===== src/rtl/exp1_6c_pkg.sv =====
// Shared definitions for exp1_6c: step encoding, default step length and the 8-bit add helper.
// Optional macro EXP1_6C_SAT_EN makes the add helper saturate at 255 instead of wrapping.
package exp1_6c_pkg;

  typedef enum logic [1:0] {
    STEP0 = 2'd0,
    STEP1 = 2'd1,
    STEP2 = 2'd2,
    STEP3 = 2'd3
  } step_e;

  localparam int STEP_LEN_DEF = 10;

  function automatic logic [7:0] add8(input logic [7:0] a, input logic [7:0] b);
    logic [8:0] sum;
    sum = {1'b0, a} + {1'b0, b};
`ifdef EXP1_6C_SAT_EN
    if (sum[8]) begin
      add8 = 8'hFF;
    end else begin
      add8 = sum[7:0];
    end
`else
    add8 = sum[7:0];
`endif
  endfunction

endpackage


===== src/rtl/exp1_6c_step_timer.sv =====
// Step timer: owns the in-step cycle counter and the step index, and flags the last cycle of each step.
module exp1_6c_step_timer
  import exp1_6c_pkg::*;
#(
  parameter int STEP_LEN = STEP_LEN_DEF
) (
  input  logic       clk,
  input  logic       rst_n,
  output logic [7:0] o_c1,
  output step_e      o_step,
  output logic       o_last
);

  localparam logic [7:0] LAST_C = 8'(STEP_LEN - 1);

  logic [7:0] r_c1;
  step_e      r_step;
  logic [7:0] w_c1_nxt;
  step_e      w_step_nxt;
  logic       w_last;

  // Next-state logic for the counter and the step index
  always_comb begin
    w_last     = (r_c1 == LAST_C);
    w_c1_nxt   = r_c1;
    w_step_nxt = r_step;
    if (w_last) begin
      w_c1_nxt = 8'd0;
      case (r_step)
        STEP0:   w_step_nxt = STEP1;
        STEP1:   w_step_nxt = STEP2;
        STEP2:   w_step_nxt = STEP3;
        STEP3:   w_step_nxt = STEP0;
        default: w_step_nxt = STEP0;
      endcase
    end else begin
      w_c1_nxt   = r_c1 + 8'd1;
      w_step_nxt = r_step;
    end
  end

  // State register for counter and step index
  always_ff @(posedge clk or negedge rst_n) begin
    if (!rst_n) begin
      r_c1   <= 8'd0;
      r_step <= STEP0;
    end else begin
      r_c1   <= w_c1_nxt;
      r_step <= w_step_nxt;
    end
  end

  assign o_c1   = r_c1;
  assign o_step = r_step;
  assign o_last = w_last;

endmodule


===== src/rtl/exp1_6c.sv =====
// exp1_6c top: four-step round sequencer updating x, y, act1, act2 on each step's last cycle.
// Optional macro EXP1_6C_SAT_EN selects saturating arithmetic for the x, y and act1 updates.
module exp1_6c
  import exp1_6c_pkg::*;
#(
  parameter int STEP_LEN = STEP_LEN_DEF
) (
  input  logic       clk,
  input  logic       rst_n,
  output logic [7:0] c1,
  output logic [7:0] x,
  output logic [7:0] y,
  output logic [7:0] act1,
  output logic [7:0] act2,
  output logic [1:0] i
);

  logic [7:0] w_c1;
  step_e      w_step;
  logic       w_last;

  logic [7:0] r_x, r_y, r_act1, r_act2;
  logic [7:0] w_x_nxt, w_y_nxt, w_act1_nxt, w_act2_nxt;

  exp1_6c_step_timer #(
    .STEP_LEN (STEP_LEN)
  ) u_timer (
    .clk    (clk),
    .rst_n  (rst_n),
    .o_c1   (w_c1),
    .o_step (w_step),
    .o_last (w_last)
  );

  // Data-path next values: only the current step's register moves, and only on its last cycle
  always_comb begin
    w_x_nxt    = r_x;
    w_y_nxt    = r_y;
    w_act1_nxt = r_act1;
    w_act2_nxt = r_act2;
    if (w_last) begin
      case (w_step)
        STEP0:   w_x_nxt    = add8(r_x, 8'd1);
        STEP1:   w_y_nxt    = add8(r_y, r_x);
        STEP2:   w_act1_nxt = add8(r_x, r_y);
        STEP3:   w_act2_nxt = r_act1 ^ r_y;
        default: w_x_nxt    = r_x;
      endcase
    end else begin
      w_x_nxt    = r_x;
      w_y_nxt    = r_y;
      w_act1_nxt = r_act1;
      w_act2_nxt = r_act2;
    end
  end

  // Data registers
  always_ff @(posedge clk or negedge rst_n) begin
    if (!rst_n) begin
      r_x    <= 8'd0;
      r_y    <= 8'd0;
      r_act1 <= 8'd0;
      r_act2 <= 8'd0;
    end else begin
      r_x    <= w_x_nxt;
      r_y    <= w_y_nxt;
      r_act1 <= w_act1_nxt;
      r_act2 <= w_act2_nxt;
    end
  end

  assign c1   = w_c1;
  assign i    = w_step;
  assign x    = r_x;
  assign y    = r_y;
  assign act1 = r_act1;
  assign act2 = r_act2;

endmodule


===== config.mk =====
export PLATFORM = sky130hd
export DESIGN_NAME = exp1_6c
export DESIGN_NICKNAME = d
export VERILOG_FILES = /design/src/rtl/exp1_6c_pkg.sv /design/src/rtl/exp1_6c_step_timer.sv /design/src/rtl/exp1_6c.sv
export SDC_FILE = /design/constraint.sdc
export NUM_CORES = 1
export LEC_CHECK = 0
export CAP_MARGIN = 20
export CORE_MARGIN = 3
export CORE_UTILIZATION = 25
export CTS_CLUSTER_SIZE = 20
export DETAILED_ROUTE_END_ITERATION = 16
export DONT_BUFFER_PORTS = 1
export GPL_ROUTABILITY_DRIVEN = 0
export PLACE_DENSITY = 0.47
export SETUP_SLACK_MARGIN = 0.1
export SLEW_MARGIN = 40
export SYNTH_ARGS = -nofsm -noshare
export SYNTH_HDL_FRONTEND = slang
export SYNTH_HIERARCHICAL = 1
export SYNTH_SLANG_ARGS = --single-unit

===== constraint.sdc =====
create_clock -name clk -period 2.8 [get_ports clk]
set_clock_uncertainty 0.2 [all_clocks]
set_input_delay 0.56 -clock clk [delete_from_list [all_inputs] [get_ports clk]]
set_output_delay 0.56 -clock clk [all_outputs]
set_load 0.01 [all_outputs]

* After elaboration in Yosys (flattened, before gate mapping)
Cells that the tools add are included.
Storage, ports and cells: flip-flop bits (word level) 42, input bits 2, output and inout bits 42, logic and storage cells 21
Cells by class: add/sub/neg operators 3, eq/ne operators 4, mux-type cells 2, bitwise gates (word level) 1, reduce and logical (&&, ||, !) cells 5
Operators by type and width (number):
- 8-bit by 1-bit adder with 8-bit output (second input constant) | 2
- 8-bit adder | 1
- 8-bit by 4-bit == test with 1-bit output (second input constant) | 1
- 8-bit two-way mux | 1
- 2-bit case mux with 4 select lines | 1
- 2-bit AND reduction | 4
- 8-bit bitwise XOR | 1
- 2-bit == test (second input constant) | 2
- 2-bit by 1-bit == test with 1-bit output (second input constant) | 1
- 2-bit logical NOT | 1

* Longest topological paths before layout
depth in word-level cells 2, depth in mapped cells 8, mapped depth without buffers 8

* Modules after synthesis
Netlist, hierarchy kept.
By module, submodules not included:
- exp1_6c | times used 1, cells each 150, area each 1624.1 um2, sequential area each 800.8 um2
- exp1_6c_step_timer | times used 1, cells each 41, area each 474.2 um2, sequential area each 250.2 um2

* Least setup slack after synthesis
No wires, ideal clock.
path type reg-to-reg, from register u_timer.r_c1[5], in the netlist u_timer/o_c1[5], to register r_x[5], in the netlist x[5], library setup time 0.126 ns, data arrival time 2.199 ns, data required time 2.474 ns, slack 0.275 ns, stages on the path, launching flop included 7, buffers on the path 0, clock period less this slack 2.525 ns, cells stage by stage dfrtp_1 -> or4_1 -> nor3_4 -> nor3b_4 -> and4_4 -> nand3_1 -> xnor2_1
On the way: cells in the longest elaborated chain, start to end 2
RTL lines:
- from (decl) | RTL line exp1_6c_step_timer.sv:16 | logic [7:0] r_c1;
- from (signal assigned) | RTL line exp1_6c_step_timer.sv:48 | r_c1 <= w_c1_nxt;
- 8-bit by 4-bit == test with 1-bit output | RTL line exp1_6c_step_timer.sv:24 | w_last = (r_c1 == LAST_C);
- named net w_last | RTL line exp1_6c.sv:20 | logic w_last;
- 2-bit AND reduction (no source line)
- to (signal assigned) | RTL line exp1_6c.sv:65 | r_x <= w_x_nxt;
- to (decl) | RTL line exp1_6c.sv:22 | logic [7:0] r_x, r_y, r_act1, r_act2;
The timed path passes the listed nets, and every way through them passes these cells. A chain may end at the register's enable or synchronous reset.

* Worst setup path in the final report
from register r_x[0], in the netlist x[0], to register r_y[6], in the netlist y[6]
On the way: cells in the longest elaborated chain, start to end 1
RTL lines:
- 8-bit adder | RTL line exp1_6c_pkg.sv:16 | sum = {1'b0, a} + {1'b0, b};
- to (signal assigned) | RTL line exp1_6c.sv:66 | r_y <= w_y_nxt;
- to (decl) | RTL line exp1_6c.sv:22
Every way passes these cells.

==> results.py <==
metrics = {
    "synth": {
        "syn_nets": 206,
        "syn_avg_cell_area_um2": 10.99,
        "ys_seq_area_share_pct": 50.09,
        "yosysMostFrequentCell": "dfrtp_1",
        "ys.flop_type": "dfrtp_1",
        "synth_top_area_share_pct": 50.09,
        "synth-edff-count": 0,
        "synth_top_cells_by_count": "dfrtp_1 (42), nand2_1 (24), xnor2_1 (20)",
        "synth_warnings": 6,
        "synthArstFlopShare_pct": 100.0,
        "yosys.area.top_type": "dfrtp_1",
        "synthTopCellsByArea": "dfrtp_1 (50%), xnor2_1 (8.3%), ha_1 (7.2%)",
        "synth.distinct_cells": 34,
        "syn_inst": 191,
        "ys_ff_latch": 42,
        "syn_area_um2": 2098,
    },
    "floorplan": {
        "die_y_um": 97.62,
        "die_w_um": 97.62,
        "ioPinCount": 44,
        "rows": 32,
        "die_area_um2": 9529,
        "initial_core_util_pct": 26.47,
        "core_area_um2": 7928,
    },
    "cts": {
        "cts.clk_slew.worst_paths_ns": 0.08,
        "cts_tree": "done",
        "cts_setup_buffers": 0,
        "cts_buffers": 5,
        "cts.sinks": 42,
        "cts_max_level": 2,
        "clk_latency_ns": 0.29,
        "cts_buffer_depth": 2,
        "cts-root-buf": "clkbuf_8",
    },
    "route": {
        "routedWlPerCell_um": 14.63,
        "firstDrtPassIters": 4,
        "routed_via_density": 4.447,
        "ant_nets": 0,
        "drcViolationCount": 0,
        "dr_total_vias": 1352,
        "wl_um": 4447,
        "drt_iter0_drc": 56,
    },
    "finish": {
        "nets": 217,
        "finish.utilization_pct": 29.83,
        "antennaDiodeCount": 0,
        "drive_gt1_share_pct": 12.38,
        "syn2layout_area_growth_pct": 12.70,
    },
    "grt": {
        "grt_usage_pct": 10.01,
        "grt_pass1_wl_um": 7617,
        "grt_start_max_net_pins": 43,
        "antenna_found_initial": 0,
        "grt_overflow": 0,
        "grt_pass1_vias": 1412,
    },
    "power_and_ir_drop": {
        "combinationalPowerShare_pct": 1.8,
        "p_int_mw": 0.7828,
        "p_clk_share_pct": 36.9,
        "power.total_mw": 0.9880,
        "power_density_nw_per_um2": 417.8,
        "sw_frac_of_total_pct": 20.77,
        "p_leak_nw": 1.046,
        "net-switching-power_mw": 0.2052,
        "ir_drop_uv": 167.2,
        "seqPwrFrac_pct": 61.3,
    },
    "sta": {
        "post-route-period-util_pct": 88.93,
        "maxSlewHeadroom_pct": 74.97,
        "rsz0062_at_grt": "false",
        "slew_viol_final": 0,
        "hold_viol": 0,
        "max_freq_mhz": 401.6,
        "worstMarginPinSlew_ns": 0.3716,
        "tns_ns": 0,
        "period_needed_ns": 2.490,
        "setup_viol": 0,
    },
    "critical_path": {
        "cpPeakStageDelay_ns": 0.48,
        "cp.arrival_ns": 2.44,
        "cpMaxStageDelayCell": "dfrtp_1",
        "path_buf_inv": 0,
        "worstSetupPathType": "register to register",
        "crit_chain": "ha_1 > fa_1 > a21o_1 > a21o_1 > a21oi_2 > mux2i_1 > o311ai_0",
        "start_kind": "register",
        "cp-end-kind": "register",
        "crit_fanout": 5,
        "crit_top_cell": "a21o_1",
        "cp.required_ns": 2.75,
        "critPathTopFamily": "compound AO/OA/AOI/OAI gates",
    },
    "place": {
        "io_buffers": 0,
        "hpwl_um": 3427,
    },
    "worst_hold_path": {
        "hold_path.class": "register to register",
    },
    "outcome": {
        "status": "finished clean",
    },
    "job": {
        "cap_violations": 0,
    },
}
## metal layers
metal	GRT usage (%)	vias up	wire, um
li1	-	688	-
met1	12.80	628	2022
met2	15.50	28	2045
met3	3.733	8	308
met4	3.514	0	70
met5	0	-	0
## final cells by class
| type | instances | area [um2] |
|---|---|---|
| clock buffer | 7 | 76.32 |
| fill | 820 | 5563 |
| inverter | 4 | 15.01 |
| multi-input combinational | 142 | 1020 |
| sequential | 42 | 1051 |
| tap | 102 | 127.6 |
| timing repair buffer | 7 | 75.07 |
## worst register-to-register path: stages (launching register included)
cell,delay (ns)
dfrtp_1,0.48
ha_1,0.28
fa_1,0.43
a21o_1,0.20
a21o_1,0.21
a21oi_2,0.22
mux2i_1,0.21
o311ai_0,0.13
## path summary, 6_finish.rpt
kind	start	endpoint	slack, ns	cells past startpoint
max	x[0]	y[6]	0.31	7
min	act2[2]	act2[2]	0.35	2
max reg2reg	x[0]	y[6]	0.31	7
min reg2reg	act2[2]	act2[2]	0.35	2
max in group asynchronous	rst_n	act1[3]	1.62	2
min in group asynchronous	rst_n	act2[0]	0.58	2
## power groups by stage
stage / registers [mW] / logic, mW / clock network [mW]
after floorplan: 0.618 / 0.000000421 / 0
after global placement: 0.618 / 0.000000437 / 0
after detailed placement: 0.618 / 0.000000437 / 0
after CTS: 0.606 / 0.0190 / 0.380
after global routing: 0.606 / 0.0207 / 0.404
final: 0.606 / 0.0174 / 0.365
## placed cells by master, fill, tap and decap left out, types with 2 or more instances in the layout
cell type,n
mux2_2,5
nand2_1,24
clkbuf_8,5
buf_4,5
dfrtp_1,42
nor2_1,12
xor2_1,8
o21ai_0,19
clkbuf_1,2
a21o_1,3
ha_1,12
xnor2_1,20
and3_1,2
a21oi_1,6
nand4_1,2
mux2i_1,3
nand3_1,6
inv_1,4
o311ai_0,2
nor3_1,3
## sequential cells by signal, indices dropped and copies added, names as in the netlist
register	flops
act2	8
x	8
y	8
u_timer/o_c1	8
u_timer/o_step	2
act1	8
## repair_timing
| action | CTS | global route |
|---|---|---|
| hold endpoints to repair | 42 | 0 |
| hold buffers | 2 | 0 |
| resized for setup | 0 | 0 |
## cell families (layout without fill, tap and decap cells)
logic type | count (synthesis) | after routing | synth area share [%]
muxes | 9 | 9 | 4.830
buffers and inverters | 7 | 18 | 1.312
adders and majority gates | 13 | 13 | 8.110
and+or+nand+nor | 58 | 58 | 14.37
xor gates and xnor gates | 28 | 28 | 11.69
AOI/OAI and AO/OA | 34 | 34 | 9.601
DFF | 42 | 42 | 50.09
## through the flow
stage | worst slack (ns) | hold slack, ns | cells | instance area (um2)
2_1_floorplan | 0.2750 | 0.06441 | 191 | 2098
3_3_place_gp | 0.2849 | 0.06568 | 295 | 2251
3_5_place_dp | 0.3141 | 0.06610 | 295 | 2251
4_1_cts | 0.2907 | 0.3583 | 304 | 2365
5_1_grt | 0.1639 | 0.3925 | 304 | 2365
6_report | 0.3099 | 0.3482 | 304 | 2365
Note: power is estimated with default switching activity, not from simulation.
